<file path="config.mk">
export PLATFORM = sky130hd
export DESIGN_NAME = rocketcpu_debug_bridge_flat
export DESIGN_NICKNAME = d
export VERILOG_FILES = /design/src/rtl/rocketcpu_debug_bridge_pkg.sv /design/src/rtl/rocketcpu_debug_bridge_if.sv /design/src/rtl/rocketcpu_debug_uart_phy.sv /design/src/rtl/rocketcpu_debug_bridge.sv /design/src/flat_wrapper.sv
export SDC_FILE = /design/constraint.sdc
export NUM_CORES = 1
export LEC_CHECK = 0
export CAP_MARGIN = 15
export CORE_UTILIZATION = 35
export DETAILED_ROUTE_END_ITERATION = 7
export PLACE_DENSITY = 0.55
export SETUP_SLACK_MARGIN = 0.5
export SLEW_MARGIN = 30
export SYNTH_ARGS = -nofsm -noshare
export SYNTH_HDL_FRONTEND = slang
export SYNTH_SLANG_ARGS = --single-unit
</file>
<file path="constraint.sdc">
create_clock -name i_wb_clk -period 2.16 [get_ports i_wb_clk]
set_input_delay 0.324 -clock i_wb_clk [delete_from_list [all_inputs] [get_ports i_wb_clk]]
set_output_delay 0.324 -clock i_wb_clk [all_outputs]
set_load 0.005 [all_outputs]
</file>
<file path="src/rtl/rocketcpu_debug_bridge_pkg.sv">
// Shared constants and state encodings for the UART-to-Wishbone debug bridge.
package rocketcpu_debug_bridge_pkg;

    localparam logic [7:0] CMD_WR  = 8'h57;
    localparam logic [7:0] CMD_RD  = 8'h52;
    localparam logic [7:0] RSP_OK  = 8'h4B;
    localparam logic [7:0] RSP_ERR = 8'h45;

    typedef enum logic [2:0] {
        ST_IDLE,
        ST_ADDR,
        ST_DATA,
        ST_BUS,
        ST_RESP
    } state_e;

    typedef enum logic [1:0] {
        PHY_IDLE,
        PHY_START,
        PHY_DATA,
        PHY_STOP
    } phy_state_e;

    // Byte idx of a 32-bit word, idx 0 being the most significant byte.
    function automatic logic [7:0] word_byte(input logic [31:0] w, input logic [1:0] idx);
        case (idx)
            2'd0:    return w[31:24];
            2'd1:    return w[23:16];
            2'd2:    return w[15:8];
            default: return w[7:0];
        endcase
    endfunction

endpackage

</file>
<file path="src/rtl/rocketcpu_debug_bridge_if.sv">
// Wishbone initiator bundle driven by the debug bridge.
interface rocketcpu_debug_bridge_if;

    logic [31:0] o_wb_adr;
    logic [31:0] o_wb_dat;
    logic [3:0]  o_wb_sel;
    logic        o_wb_we;
    logic        o_wb_cyc;
    logic [31:0] i_wb_rdt;
    logic        i_wb_ack;

    modport master (
        output o_wb_adr, o_wb_dat, o_wb_sel, o_wb_we, o_wb_cyc,
        input  i_wb_rdt, i_wb_ack
    );

    modport slave (
        input  o_wb_adr, o_wb_dat, o_wb_sel, o_wb_we, o_wb_cyc,
        output i_wb_rdt, i_wb_ack
    );

endinterface

</file>
<file path="src/rtl/rocketcpu_debug_uart_phy.sv">
// 8N1 UART byte transceiver: synchronized RX deserializer and back-to-back capable TX serializer.
module rocketcpu_debug_uart_phy
    import rocketcpu_debug_bridge_pkg::*;
#(
    parameter int CLKS_PER_BIT = 104
) (
    input  logic       clk_i,
    input  logic       rst_i,
    input  logic       rx_i,
    output logic       tx_o,
    output logic       rx_vld_o,
    output logic [7:0] rx_data_o,
    output logic       rx_ferr_o,
    input  logic       tx_vld_i,
    input  logic [7:0] tx_data_i,
    output logic       tx_rdy_o
);

    localparam int CW = $clog2(CLKS_PER_BIT + 1);
    localparam logic [CW-1:0] BIT_LAST  = CW'(CLKS_PER_BIT - 1);
    localparam logic [CW-1:0] HALF_LAST = CW'(CLKS_PER_BIT / 2 - 1);

    logic          rx_s1_q, rx_s2_q, rx_prev_q;
    phy_state_e    rx_st_q, rx_st_d;
    logic [CW-1:0] rx_cnt_q, rx_cnt_d;
    logic [2:0]    rx_bit_q, rx_bit_d;
    logic [7:0]    rx_sh_q, rx_sh_d;
    logic          rx_vld_q, rx_vld_d;
    logic          rx_ferr_q, rx_ferr_d;

    phy_state_e    tx_st_q, tx_st_d;
    logic [CW-1:0] tx_cnt_q, tx_cnt_d;
    logic [2:0]    tx_bit_q, tx_bit_d;
    logic [7:0]    tx_sh_q, tx_sh_d;
    logic          tx_q, tx_d;

    always_ff @(posedge clk_i) begin
        if (rst_i) begin
            rx_s1_q   <= 1'b1;
            rx_s2_q   <= 1'b1;
            rx_prev_q <= 1'b1;
            rx_st_q   <= PHY_IDLE;
            rx_cnt_q  <= '0;
            rx_bit_q  <= '0;
            rx_sh_q   <= '0;
            rx_vld_q  <= 1'b0;
            rx_ferr_q <= 1'b0;
            tx_st_q   <= PHY_IDLE;
            tx_cnt_q  <= '0;
            tx_bit_q  <= '0;
            tx_sh_q   <= '0;
            tx_q      <= 1'b1;
        end else begin
            rx_s1_q   <= rx_i;
            rx_s2_q   <= rx_s1_q;
            rx_prev_q <= rx_s2_q;
            rx_st_q   <= rx_st_d;
            rx_cnt_q  <= rx_cnt_d;
            rx_bit_q  <= rx_bit_d;
            rx_sh_q   <= rx_sh_d;
            rx_vld_q  <= rx_vld_d;
            rx_ferr_q <= rx_ferr_d;
            tx_st_q   <= tx_st_d;
            tx_cnt_q  <= tx_cnt_d;
            tx_bit_q  <= tx_bit_d;
            tx_sh_q   <= tx_sh_d;
            tx_q      <= tx_d;
        end
    end

    // RX: start bit confirmed at mid-bit, then every bit sampled one bit time later.
    always_comb begin
        rx_st_d   = rx_st_q;
        rx_cnt_d  = rx_cnt_q + CW'(1);
        rx_bit_d  = rx_bit_q;
        rx_sh_d   = rx_sh_q;
        rx_vld_d  = 1'b0;
        rx_ferr_d = rx_ferr_q;
        case (rx_st_q)
            PHY_IDLE: begin
                rx_cnt_d = '0;
                if (rx_prev_q && !rx_s2_q) rx_st_d = PHY_START;
            end
            PHY_START: begin
                if (rx_cnt_q == HALF_LAST) begin
                    rx_cnt_d = '0;
                    rx_bit_d = '0;
                    rx_st_d  = rx_s2_q ? PHY_IDLE : PHY_DATA;
                end
            end
            PHY_DATA: begin
                if (rx_cnt_q == BIT_LAST) begin
                    rx_cnt_d = '0;
                    rx_sh_d  = {rx_s2_q, rx_sh_q[7:1]};
                    rx_bit_d = rx_bit_q + 3'd1;
                    if (rx_bit_q == 3'd7) rx_st_d = PHY_STOP;
                end
            end
            default: begin
                if (rx_cnt_q == BIT_LAST) begin
                    rx_cnt_d  = '0;
                    rx_vld_d  = 1'b1;
                    rx_ferr_d = !rx_s2_q;
                    rx_st_d   = PHY_IDLE;
                end
            end
        endcase
    end

    // TX: ready on the final stop-bit cycle so a queued byte follows with no idle gap.
    always_comb begin
        tx_st_d  = tx_st_q;
        tx_cnt_d = tx_cnt_q + CW'(1);
        tx_bit_d = tx_bit_q;
        tx_sh_d  = tx_sh_q;
        tx_d     = tx_q;
        tx_rdy_o = 1'b0;
        case (tx_st_q)
            PHY_IDLE: begin
                tx_cnt_d = '0;
                tx_d     = 1'b1;
                tx_rdy_o = 1'b1;
                if (tx_vld_i) begin
                    tx_sh_d = tx_data_i;
                    tx_st_d = PHY_START;
                    tx_d    = 1'b0;
                end
            end
            PHY_START: begin
                if (tx_cnt_q == BIT_LAST) begin
                    tx_cnt_d = '0;
                    tx_bit_d = '0;
                    tx_st_d  = PHY_DATA;
                    tx_d     = tx_sh_q[0];
                end
            end
            PHY_DATA: begin
                if (tx_cnt_q == BIT_LAST) begin
                    tx_cnt_d = '0;
                    if (tx_bit_q == 3'd7) begin
                        tx_st_d = PHY_STOP;
                        tx_d    = 1'b1;
                    end else begin
                        tx_bit_d = tx_bit_q + 3'd1;
                        tx_sh_d  = {1'b1, tx_sh_q[7:1]};
                        tx_d     = tx_sh_q[1];
                    end
                end
            end
            default: begin
                if (tx_cnt_q == BIT_LAST) begin
                    tx_cnt_d = '0;
                    tx_rdy_o = 1'b1;
                    if (tx_vld_i) begin
                        tx_sh_d = tx_data_i;
                        tx_st_d = PHY_START;
                        tx_d    = 1'b0;
                    end else begin
                        tx_st_d = PHY_IDLE;
                        tx_d    = 1'b1;
                    end
                end
            end
        endcase
    end

    assign tx_o      = tx_q;
    assign rx_vld_o  = rx_vld_q;
    assign rx_data_o = rx_sh_q;
    assign rx_ferr_o = rx_ferr_q;

endmodule

</file>
<file path="src/rtl/rocketcpu_debug_bridge.sv">
// UART-driven Wishbone initiator: parses W/R commands, runs one bus cycle, replies K/E (+ read data).
module rocketcpu_debug_bridge
    import rocketcpu_debug_bridge_pkg::*;
#(
    parameter int CLKS_PER_BIT = 104,
    parameter int TIMEOUT      = 1023
) (
    input  logic i_wb_clk,
    input  logic reset,
    input  logic ser_rx,
    output logic ser_tx,
    output logic o_busy,
    rocketcpu_debug_bridge_if.master wb
);

    localparam int TW = $clog2(TIMEOUT + 1);
    localparam logic [TW-1:0] TMO_LAST = TW'(TIMEOUT);

    logic       rx_vld, rx_ferr, tx_vld, tx_rdy;
    logic [7:0] rx_data, tx_data;

    rocketcpu_debug_uart_phy #(
        .CLKS_PER_BIT(CLKS_PER_BIT)
    ) u_phy (
        .clk_i    (i_wb_clk),
        .rst_i    (reset),
        .rx_i     (ser_rx),
        .tx_o     (ser_tx),
        .rx_vld_o (rx_vld),
        .rx_data_o(rx_data),
        .rx_ferr_o(rx_ferr),
        .tx_vld_i (tx_vld),
        .tx_data_i(tx_data),
        .tx_rdy_o (tx_rdy)
    );

    state_e        state_q, state_d;
    logic [1:0]    cnt_q, cnt_d;
    logic          cmd_wr_q, cmd_wr_d;
    logic [31:0]   adr_q, adr_d;
    logic [31:0]   dat_q, dat_d;
    logic [31:0]   rdt_q, rdt_d;
    logic          we_q, we_d;
    logic          cyc_q, cyc_d;
    logic [3:0]    sel_q, sel_d;
    logic          err_q, err_d;
    logic          hdr_q, hdr_d;
    logic          done_q, done_d;
    logic [TW-1:0] tmo_q, tmo_d;
    logic          busy_q;
    logic          last_byte;

    always_ff @(posedge i_wb_clk) begin
        if (reset) begin
            state_q  <= ST_IDLE;
            cnt_q    <= '0;
            cmd_wr_q <= 1'b0;
            adr_q    <= '0;
            dat_q    <= '0;
            rdt_q    <= '0;
            we_q     <= 1'b0;
            cyc_q    <= 1'b0;
            sel_q    <= '0;
            err_q    <= 1'b0;
            hdr_q    <= 1'b0;
            done_q   <= 1'b0;
            tmo_q    <= '0;
            busy_q   <= 1'b0;
        end else begin
            state_q  <= state_d;
            cnt_q    <= cnt_d;
            cmd_wr_q <= cmd_wr_d;
            adr_q    <= adr_d;
            dat_q    <= dat_d;
            rdt_q    <= rdt_d;
            we_q     <= we_d;
            cyc_q    <= cyc_d;
            sel_q    <= sel_d;
            err_q    <= err_d;
            hdr_q    <= hdr_d;
            done_q   <= done_d;
            tmo_q    <= tmo_d;
            busy_q   <= (state_d != ST_IDLE);
        end
    end

    // Write replies stop after the status byte; an error reply never carries data.
    assign last_byte = hdr_q ? (err_q || cmd_wr_q) : (cnt_q == 2'd3);
    assign tx_data   = hdr_q ? (err_q ? RSP_ERR : RSP_OK) : word_byte(rdt_q, cnt_q);

    always_comb begin
        state_d  = state_q;
        cnt_d    = cnt_q;
        cmd_wr_d = cmd_wr_q;
        adr_d    = adr_q;
        dat_d    = dat_q;
        rdt_d    = rdt_q;
        we_d     = we_q;
        cyc_d    = cyc_q;
        sel_d    = sel_q;
        err_d    = err_q;
        hdr_d    = hdr_q;
        done_d   = done_q;
        tmo_d    = tmo_q;
        tx_vld   = 1'b0;
        case (state_q)
            ST_IDLE: begin
                if (rx_vld && !rx_ferr && (rx_data == CMD_WR || rx_data == CMD_RD)) begin
                    state_d  = ST_ADDR;
                    cnt_d    = '0;
                    cmd_wr_d = (rx_data == CMD_WR);
                end
            end
            ST_ADDR: begin
                if (rx_vld) begin
                    if (rx_ferr) begin
                        state_d = ST_IDLE;
                    end else begin
                        adr_d = {adr_q[23:0], rx_data};
                        cnt_d = cnt_q + 2'd1;
                        if (cnt_q == 2'd3) begin
                            state_d = cmd_wr_q ? ST_DATA : ST_BUS;
                            cnt_d   = '0;
                        end
                    end
                end
            end
            ST_DATA: begin
                if (rx_vld) begin
                    if (rx_ferr) begin
                        state_d = ST_IDLE;
                    end else begin
                        dat_d = {dat_q[23:0], rx_data};
                        cnt_d = cnt_q + 2'd1;
                        if (cnt_q == 2'd3) begin
                            state_d = ST_BUS;
                            cnt_d   = '0;
                        end
                    end
                end
            end
            ST_BUS: begin
                if (!cyc_q) begin
                    cyc_d = 1'b1;
                    we_d  = cmd_wr_q;
                    sel_d = 4'hF;
                    tmo_d = '0;
                end else if (wb.i_wb_ack || tmo_q == TMO_LAST) begin
                    // An ack on the timeout cycle still wins over the abort.
                    if (wb.i_wb_ack && !cmd_wr_q) rdt_d = wb.i_wb_rdt;
                    err_d   = !wb.i_wb_ack;
                    cyc_d   = 1'b0;
                    we_d    = 1'b0;
                    sel_d   = '0;
                    hdr_d   = 1'b1;
                    done_d  = 1'b0;
                    cnt_d   = '0;
                    state_d = ST_RESP;
                end else begin
                    tmo_d = tmo_q + TW'(1);
                end
            end
            ST_RESP: begin
                tx_vld = !done_q;
                if (tx_vld && tx_rdy) begin
                    hdr_d = 1'b0;
                    if (last_byte)   done_d = 1'b1;
                    else if (!hdr_q) cnt_d  = cnt_q + 2'd1;
                end
                // tx_rdy after the last hand-off marks the final stop-bit cycle.
                if (done_q && tx_rdy) begin
                    done_d  = 1'b0;
                    state_d = ST_IDLE;
                end
            end
            default: state_d = ST_IDLE;
        endcase
    end

    assign wb.o_wb_adr = adr_q;
    assign wb.o_wb_dat = dat_q;
    assign wb.o_wb_sel = sel_q;
    assign wb.o_wb_we  = we_q;
    assign wb.o_wb_cyc = cyc_q;
    assign o_busy      = busy_q;

endmodule

</file>
<file path="src/flat_wrapper.sv">
// flat-port wrapper written by rule: the top's interface ports become plain ports
module rocketcpu_debug_bridge_flat import rocketcpu_debug_bridge_pkg::*;
#(
    parameter int CLKS_PER_BIT = 104,
    parameter int TIMEOUT      = 1023
)
  (i_wb_clk, reset, ser_rx, ser_tx, o_busy, wb_o_wb_adr, wb_o_wb_dat, wb_o_wb_sel, wb_o_wb_we, wb_o_wb_cyc, wb_i_wb_rdt, wb_i_wb_ack);
  rocketcpu_debug_bridge_if wb_i ();
  input  logic i_wb_clk;
  input  logic reset;
  input  logic ser_rx;
  output logic ser_tx;
  output logic o_busy;
  output wire logic [$bits(wb_i.o_wb_adr)-1:0] wb_o_wb_adr;
  output wire logic [$bits(wb_i.o_wb_dat)-1:0] wb_o_wb_dat;
  output wire logic [$bits(wb_i.o_wb_sel)-1:0] wb_o_wb_sel;
  output wire logic [$bits(wb_i.o_wb_we)-1:0] wb_o_wb_we;
  output wire logic [$bits(wb_i.o_wb_cyc)-1:0] wb_o_wb_cyc;
  input wire logic [$bits(wb_i.i_wb_rdt)-1:0] wb_i_wb_rdt;
  input wire logic [$bits(wb_i.i_wb_ack)-1:0] wb_i_wb_ack;
  assign wb_o_wb_adr = wb_i.o_wb_adr;
  assign wb_o_wb_dat = wb_i.o_wb_dat;
  assign wb_o_wb_sel = wb_i.o_wb_sel;
  assign wb_o_wb_we = wb_i.o_wb_we;
  assign wb_o_wb_cyc = wb_i.o_wb_cyc;
  assign wb_i.i_wb_rdt = wb_i_wb_rdt;
  assign wb_i.i_wb_ack = wb_i_wb_ack;
  rocketcpu_debug_bridge #(.CLKS_PER_BIT(CLKS_PER_BIT), .TIMEOUT(TIMEOUT)) u_core (.i_wb_clk(i_wb_clk), .reset(reset), .ser_rx(ser_rx), .ser_tx(ser_tx), .o_busy(o_busy), .wb(wb_i));
endmodule
</file>
* Word level (Yosys, flattened, before mapping)
Cells that the tools add are included.
** Storage, ports and cells
- Memories :: 0
- Bits of input ports :: 36
- Bits in latches :: 0
- Memory bits (read-only) :: 0
- Logic and storage cells :: 207
- Memory bits (writable) :: 0
- Output and inout port bits :: 72
- Bits in registers :: 168
** Cells by class
- Add/sub/neg operators :: 6
- Muxes and demuxes :: 82
- Equal/unequal tests :: 40
- Reduce and logical (&&, ||, !) cells :: 48
- Bitwise gates (word level) :: 3
- Magnitude comparators :: 0
- Divide/modulo/power cells :: 0
- Multipliers :: 0
- Shift operators :: 0
** Operators by type and width (number)
- one-hot mux 8 bit (3 select lines) :: 2
- 2-to-1 mux 3 bit :: 15
- 2-to-1 mux 2 bit :: 20
- 2-to-1 mux 8 bit :: 5
- inequality test 2 bit, second input constant :: 13
- 2-to-1 mux 1 bit :: 22
- 2-to-1 mux 10 bit :: 2
- equality test 8 x 7 -> 1 bit, second input constant :: 2
- AND reduction 4 bit :: 4
- one-hot mux 3 bit (5 select lines) :: 1
- AND reduction 3 bit :: 5
- AND reduction 5 bit :: 3
- adder 7 x 1 -> 7 bit, second input constant :: 2
- equality test 7 bit, second input constant :: 2
- 2-to-1 mux 7 bit :: 2
- one-hot mux 7 bit (2 select lines) :: 1
- 2-to-1 mux 4 bit :: 3
- inequality test 2 x 1 -> 1 bit, second input constant :: 6
- one-hot mux 2 bit (3 select lines) :: 2
- one-hot mux 3 bit (2 select lines) :: 2
- adder 10 x 1 -> 10 bit, second input constant :: 1
- equality test 10 bit, second input constant :: 1
- AND reduction 2 bit :: 5
- equality test 3 bit, second input constant :: 3
- 24 further kinds :: 55

* Logic depth before layout (Yosys ltp)
Gate-level depths: netlist (run 1).
- Depth in word-level cells :: 7
- Depth in mapped cells :: 8
- Mapped depth without buffers :: 7

* Modules after synthesis
From an unflattened synthesis (run 1), not the netlist that was laid out.
** Unflattened totals
- Cells, all modules :: 869
- Area, all modules :: 7015.5 sq um
** By module, submodules not included
- rocketcpu_debug_bridge :: instances 1, area an instance 4858.4 sq um, sequential area each 2382.3 sq um, cells an instance 622
- rocketcpu_debug_uart_phy :: instances 1, area an instance 2157.1 sq um, sequential area each 920.9 sq um, cells an instance 247

* Worst setup path before layout (run 1)
No wires, ideal clock.
- Path kind :: register to register
- Start :: register u_core.state_q[1]
- End :: register u_core.cnt_q[1]
- Setup slack :: 0.113 ns
- Stages on the path, launching flop included :: 7
- Clock period less this slack :: 2.047 ns
- Arrival :: 1.960 ns
- Data required time :: 2.073 ns
- Setup time :: 0.087 ns
- Buffers on the path :: 1
- Cells stage by stage :: dfxtp_1 > buf_6 > or2_1 > or4_1 > a221o_1 > or4_1 > o31ai_1
** Between the ends
- Cells in the longest elaborated chain, start to end :: 4
- Elaborated cells on any way between the ends :: 17
- Classes of those cells :: eq/ne: 12; mux: 1; reduce/logical: 4
** RTL lines
- start: declaration :: RTL line rocketcpu_debug_bridge.sv:37 : state_e state_q, state_d;
- start signal: assignment :: RTL line rocketcpu_debug_bridge.sv:70 : state_q <= state_d;
- equality test 3 x 1 -> 1 bit / equality test 3 x 2 -> 1 bit (equally long branches) :: RTL line rocketcpu_debug_bridge.sv:106 : case (state_q)
- OR reduction 2 bit (no line)
- inequality test 2 bit (no line), or another cell as far along
- AND reduction 9 bit (no line)
- end signal: assignment :: RTL line rocketcpu_debug_bridge.sv:71 : cnt_q <= cnt_d;
- end: declaration :: RTL line rocketcpu_debug_bridge.sv:38 : logic [1:0] cnt_q, cnt_d;
Parallel ways exist; a longest one is shown, timed or not.
A chain may end at the register's enable or synchronous reset.

* Worst setup path in the final report (run 1)
- Start :: register u_core.cnt_q[0]
- End :: register u_core.cnt_q[1]
** Between the ends
- Cells in the longest elaborated chain, start to end :: 5
- Elaborated cells on any way between the ends :: 12
- Classes of those cells :: add/sub: 1; eq/ne: 2; mux: 8; reduce/logical: 1
** RTL lines (RTL line)
- adder 2 x 1 -> 2 bit / equality test 2 bit (equally long branches)
- 2-to-1 mux 2 bit, on equally long branches :: rocketcpu_debug_bridge.sv:168, rocketcpu_debug_bridge.sv:121, rocketcpu_debug_bridge.sv:135
- 2-to-1 mux 2 bit, on equally long branches :: rocketcpu_debug_bridge.sv:167, rocketcpu_debug_bridge.sv:130
- 2-to-1 mux 2 bit, on equally long branches :: rocketcpu_debug_bridge.sv:165, rocketcpu_debug_bridge.sv:115
- one-hot mux 2 bit (4 select lines) :: rocketcpu_debug_bridge.sv:106
Parallel ways exist; a longest one is shown, timed or not. The select of a mux whose other input is x is not followed.

==> results.py, run 1 <==
metrics = {
    "outcome": {
        "status": "completed",
    },
    "critical_path": {
        "crit_top_cell": "or4_1",
        "end_kind": "register",
        "crit_end": "u_core.cnt_q[1]$_SDFFE_PP0P_",
        "critPathLaunchType": "register",
        "reg2reg_from": "u_core.cnt_q[0]$_SDFFE_PP0P_",
        "critPathMaxFanout": 2,
        "critical_path_buf_inv_count": 0,
        "critical_path.startpoint": "u_core.cnt_q[0]$_SDFFE_PP0P_",
        "cpPeakStageDelay_ns": 0.47,
        "path_delay_family": "simple AND/OR/NAND/NOR gates",
        "cp.required_ns": 2.50,
        "r2r_end": "u_core.cnt_q[1]$_SDFFE_PP0P_",
        "cp_slowest_cell": "or4_1",
        "cp.arrival_ns": 2.22,
        "ff2ff_path_depth": 5,
        "worstSetupPathType": "register to register",
        "critical_path_depth": 5,
        "crit_chain": "ha_4 > or4_1 > a221o_1 > or4_1 > o31ai_1",
        "rrSetupSlack_ns": 0.27,
    },
    "final_layout": {
        "fillers": 1760,
        "area_growth_pct": 43.1,
        "num_antenna_cells": 0,
        "mostFrequentLayoutCells": "207 x nand2_1, 128 x a21oi_1, 124 x dfxtp_1",
        "layout_commonest_cell": "nand2_1",
        "fin_area_um2": 9810,
        "num-nets-final": 1039,
        "drive_gt1_share_pct": 21.4,
    },
    "sta": {
        "whs_ns": 0.150,
        "fin_skew_ns": 0.00894,
        "hold_viol": 0,
        "rsz0062_at_grt": "yes",
        "fmax_mhz": 530,
        "tightest_slew_ns": 0.591,
        "finalCritPeriodShare_pct": 87.3,
        "slew_viol_final": 0,
        "min_period_ns": 1.89,
        "final.setup.worst_slack_ns": 0.275,
        "maxSlewHeadroom_pct": 60.6,
        "setup_violations": 0,
        "tns_ns": 0,
    },
    "cts": {
        "cts_tree": "done",
        "hold_buffers": 0,
        "ctsHtreeMaxLevel": 4,
        "clkTransAtPathRegs_ns": 0.07,
        "clockBufferDepth": 2,
        "cts_root_buffer": "clkbuf_16",
        "clk_latency_ns": 0.42,
        "cts.sink_count": 165,
        "cts_made_buffers": 17,
    },
    "placement": {
        "dp_hpwl_um": 11500,
        "post-place-ws_ns": 0.132,
        "dpl-instance-area_um2": 8290,
        "place_congestion": 0.788,
        "io_buffers": 107,
    },
    "power": {
        "sw_frac_of_total_pct": 22.8,
        "clock_power_share_pct": 49.0,
        "ir_worst_vdd_mv": 0.543,
        "p_seq_share_pct": 45.8,
        "p_int_uw": 5190,
        "power.density_nw_per_um2": 685,
        "power_leakage_uw": 0.00367,
        "combPwrFrac_pct": 5.2,
        "switchingPower_uw": 1530,
    },
    "grt": {
        "grtUsageMet3_pct": 4.24,
        "gr-usage-all-layers_pct": 18.0,
        "antenna_found_initial": 0,
        "grtUsageMet1_pct": 24.9,
        "grt_use_met2_pct": 28.3,
        "grt_pass1_wl_um": 29000,
        "grt_pass1_vias": 5775,
        "overflow": 0,
        "grt_max_degree": 135,
        "top_usage_layer": "met2",
    },
    "detailed_routing": {
        "drt_iter0_drc": 428,
        "wl_per_cell_um": 14.4,
        "drtAntennaViolNets": 0,
        "wl_um": 18100,
        "vias_per_cell": 4.92,
        "drc": 0,
        "firstDrtPassIters": 6,
        "num_vias": 6199,
    },
    "die": {
        "die-area_um2": 20100,
        "fp.dieW_um": 142,
        "rows": 50,
        "design.core.area_um2": 19000,
        "initial_core_util_pct": 36.2,
        "die_y_um": 142,
        "io_pins": 108,
    },
    "logic_synthesis": {
        "syn-num-nets": 907,
        "syn-instance-count": 856,
        "syn_area_um2": 6860,
        "synth_area_per_cell_um2": 8.01,
        "synthArstFlopShare_pct": 0,
        "synth_ff_type": "dfxtp_1",
        "ys_seq_area_share_pct": 48.2,
        "ys_seq_elements": 165,
        "synth_cell_types": 55,
        "yosys_warnings": 0,
        "synth_edf_count": 0,
    },
    "job": {
        "max-cap-violations": 0,
    },
    "min_path": {
        "hold_path_class": "input pin to register",
    },
}
## per-layer routing
metal	vias up	wire, µm	part of all wire (%)
met2	81	8350	46
met5	-	0	0
met1	2906	9090	50
li1	3198	-	-
met4	0	143	0.79
met3	14	531	2.9
## worst min path at each step
stage	start	endpoint	cells after the start
floorplan	u_core.u_phy.rx_s1_q$_SDFF_PP1_	u_core.u_phy.rx_s2_q$_SDFF_PP1_	1
global placement	u_core.u_phy.rx_s1_q$_SDFF_PP1_	u_core.u_phy.rx_s2_q$_SDFF_PP1_	1
detailed placement	u_core.u_phy.rx_s1_q$_SDFF_PP1_	u_core.u_phy.rx_s2_q$_SDFF_PP1_	1
CTS	reset	u_core.u_phy.tx_st_q[1]$_SDFFE_PP0P_	2
global route	reset	u_core.u_phy.tx_st_q[1]$_SDFFE_PP0P_	2
finish	reset	u_core.u_phy.tx_st_q[1]$_SDFFE_PP0P_	2
## cell usage after synthesis, types with 4 or more instances
library cell / number / area, µm²
ha_1: 15 / 188
o21ai_0: 22 / 110
or3_1: 8 / 50.1
dfxtp_1: 165 / 3300
and2_1: 4 / 25.0
a222oi_1: 7 / 70.1
and3_1: 9 / 56.3
nor2_1: 47 / 176
nor4bb_1: 4 / 40.0
xnor2_1: 7 / 61.3
a221o_1: 4 / 40.0
a221oi_1: 4 / 35.0
a21oi_1: 130 / 651
nor2b_1: 6 / 37.5
nand4b_1: 4 / 35.0
nor3_1: 7 / 35.0
nand4_1: 6 / 37.5
xor2_1: 11 / 96.3
nand2_1: 240 / 901
o211ai_1: 5 / 37.5
inv_1: 16 / 60.1
a22oi_1: 6 / 45.0
clkbuf_1: 51 / 191
nand3_1: 23 / 115
mux2i_1: 5 / 50.1
## flip-flops by register name, indices dropped and copies added (netlist names), 2 cells and up
register / cells
u_core.rdt_q: 32
u_core.state_q: 3
u_core.u_phy.rx_st_q: 2
u_core.wb.o_wb_dat: 32
u_core.tmo_q: 10
u_core.u_phy.tx_cnt_q: 7
u_core.u_phy.tx_sh_q: 8
u_core.u_phy.tx_st_q: 2
u_core.u_phy.rx_data_o: 8
u_core.wb.o_wb_adr: 32
u_core.u_phy.rx_bit_q: 3
u_core.cnt_q: 2
u_core.u_phy.rx_cnt_q: 7
u_core.u_phy.tx_bit_q: 3
## worst register-to-register path, stage by stage (launching register included)
cell	delay [ns]
dfxtp_4	0.36
ha_4	0.16
or4_1	0.47
a221o_1	0.35
or4_1	0.40
o31ai_1	0.07
## through the flow
| step | std cells | total power [µW] | utilization (%) |
|---|---|---|---|
| after floorplan | 856 | 3330 | - |
| after global routing | 1260 | 6960 | 51.7 |
| final | 1260 | 6720 | 51.7 |
| after CTS | 1243 | 6790 | 49.1 |
| after detailed placement | 1195 | 3480 | 43.7 |
| after global placement | 1195 | 3480 | 43.7 |
## repair_timing
| item | CTS | global route |
|---|---|---|
| setup buffers | 15 | 13 |
| pin swaps | 21 | 39 |
| cloned | 2 | 4 |
| resized for setup | 71 | 115 |
| setup endpoints to repair | 80 | 182 |
## power groups by stage
| stage | Combinational [µW] | Clock (µW) | Sequential, µW |
|---|---|---|---|
| after floorplan | 182 | 0 | 3140 |
| after global placement | 334 | 0 | 3150 |
| after detailed placement | 335 | 0 | 3150 |
| after CTS | 349 | 3360 | 3080 |
| after global routing | 387 | 3500 | 3080 |
| final | 351 | 3290 | 3070 |
## area by class of cell
type / count / area [µm²] / area share, %
timing repair buffer: 169 / 1770 / 18.1
clock inverter: 14 / 213 / 2.17
clock buffer: 17 / 425 / 4.34
multi-input combinational: 619 / 3650 / 37.2
tap: 260 / 325 / 3.32
sequential: 165 / 3360 / 34.3
inverter: 16 / 63.8 / 0.651
## cells by family after synthesis
logic type                 after synthesis  share of synthesized area [%]
AOI/OAI and AO/OA                      207                           18.1
xor gates and xnor gates                18                           2.30
adders and majority gates               15                           2.74
buffers and inverters                   72                           4.22
DFF                                    165                           48.2
muxes                                    7                           1.06
and+or+nand+nor                        372                           23.5
Note: power is estimated with default switching activity, not from simulation.
==> run 2: changes to the inputs <==
--- a/config.mk
+++ b/config.mk
@@ -5,6 +5,7 @@
 export SDC_FILE = /design/constraint.sdc
 export NUM_CORES = 1
 export LEC_CHECK = 0
+export ABC_CLOCK_PERIOD_IN_PS = 2160
 export CAP_MARGIN = 15
 export CORE_UTILIZATION = 35
 export DETAILED_ROUTE_END_ITERATION = 7
==> results of run 2 <==
Final layout, timing and power as in run 1 (identical DEF).
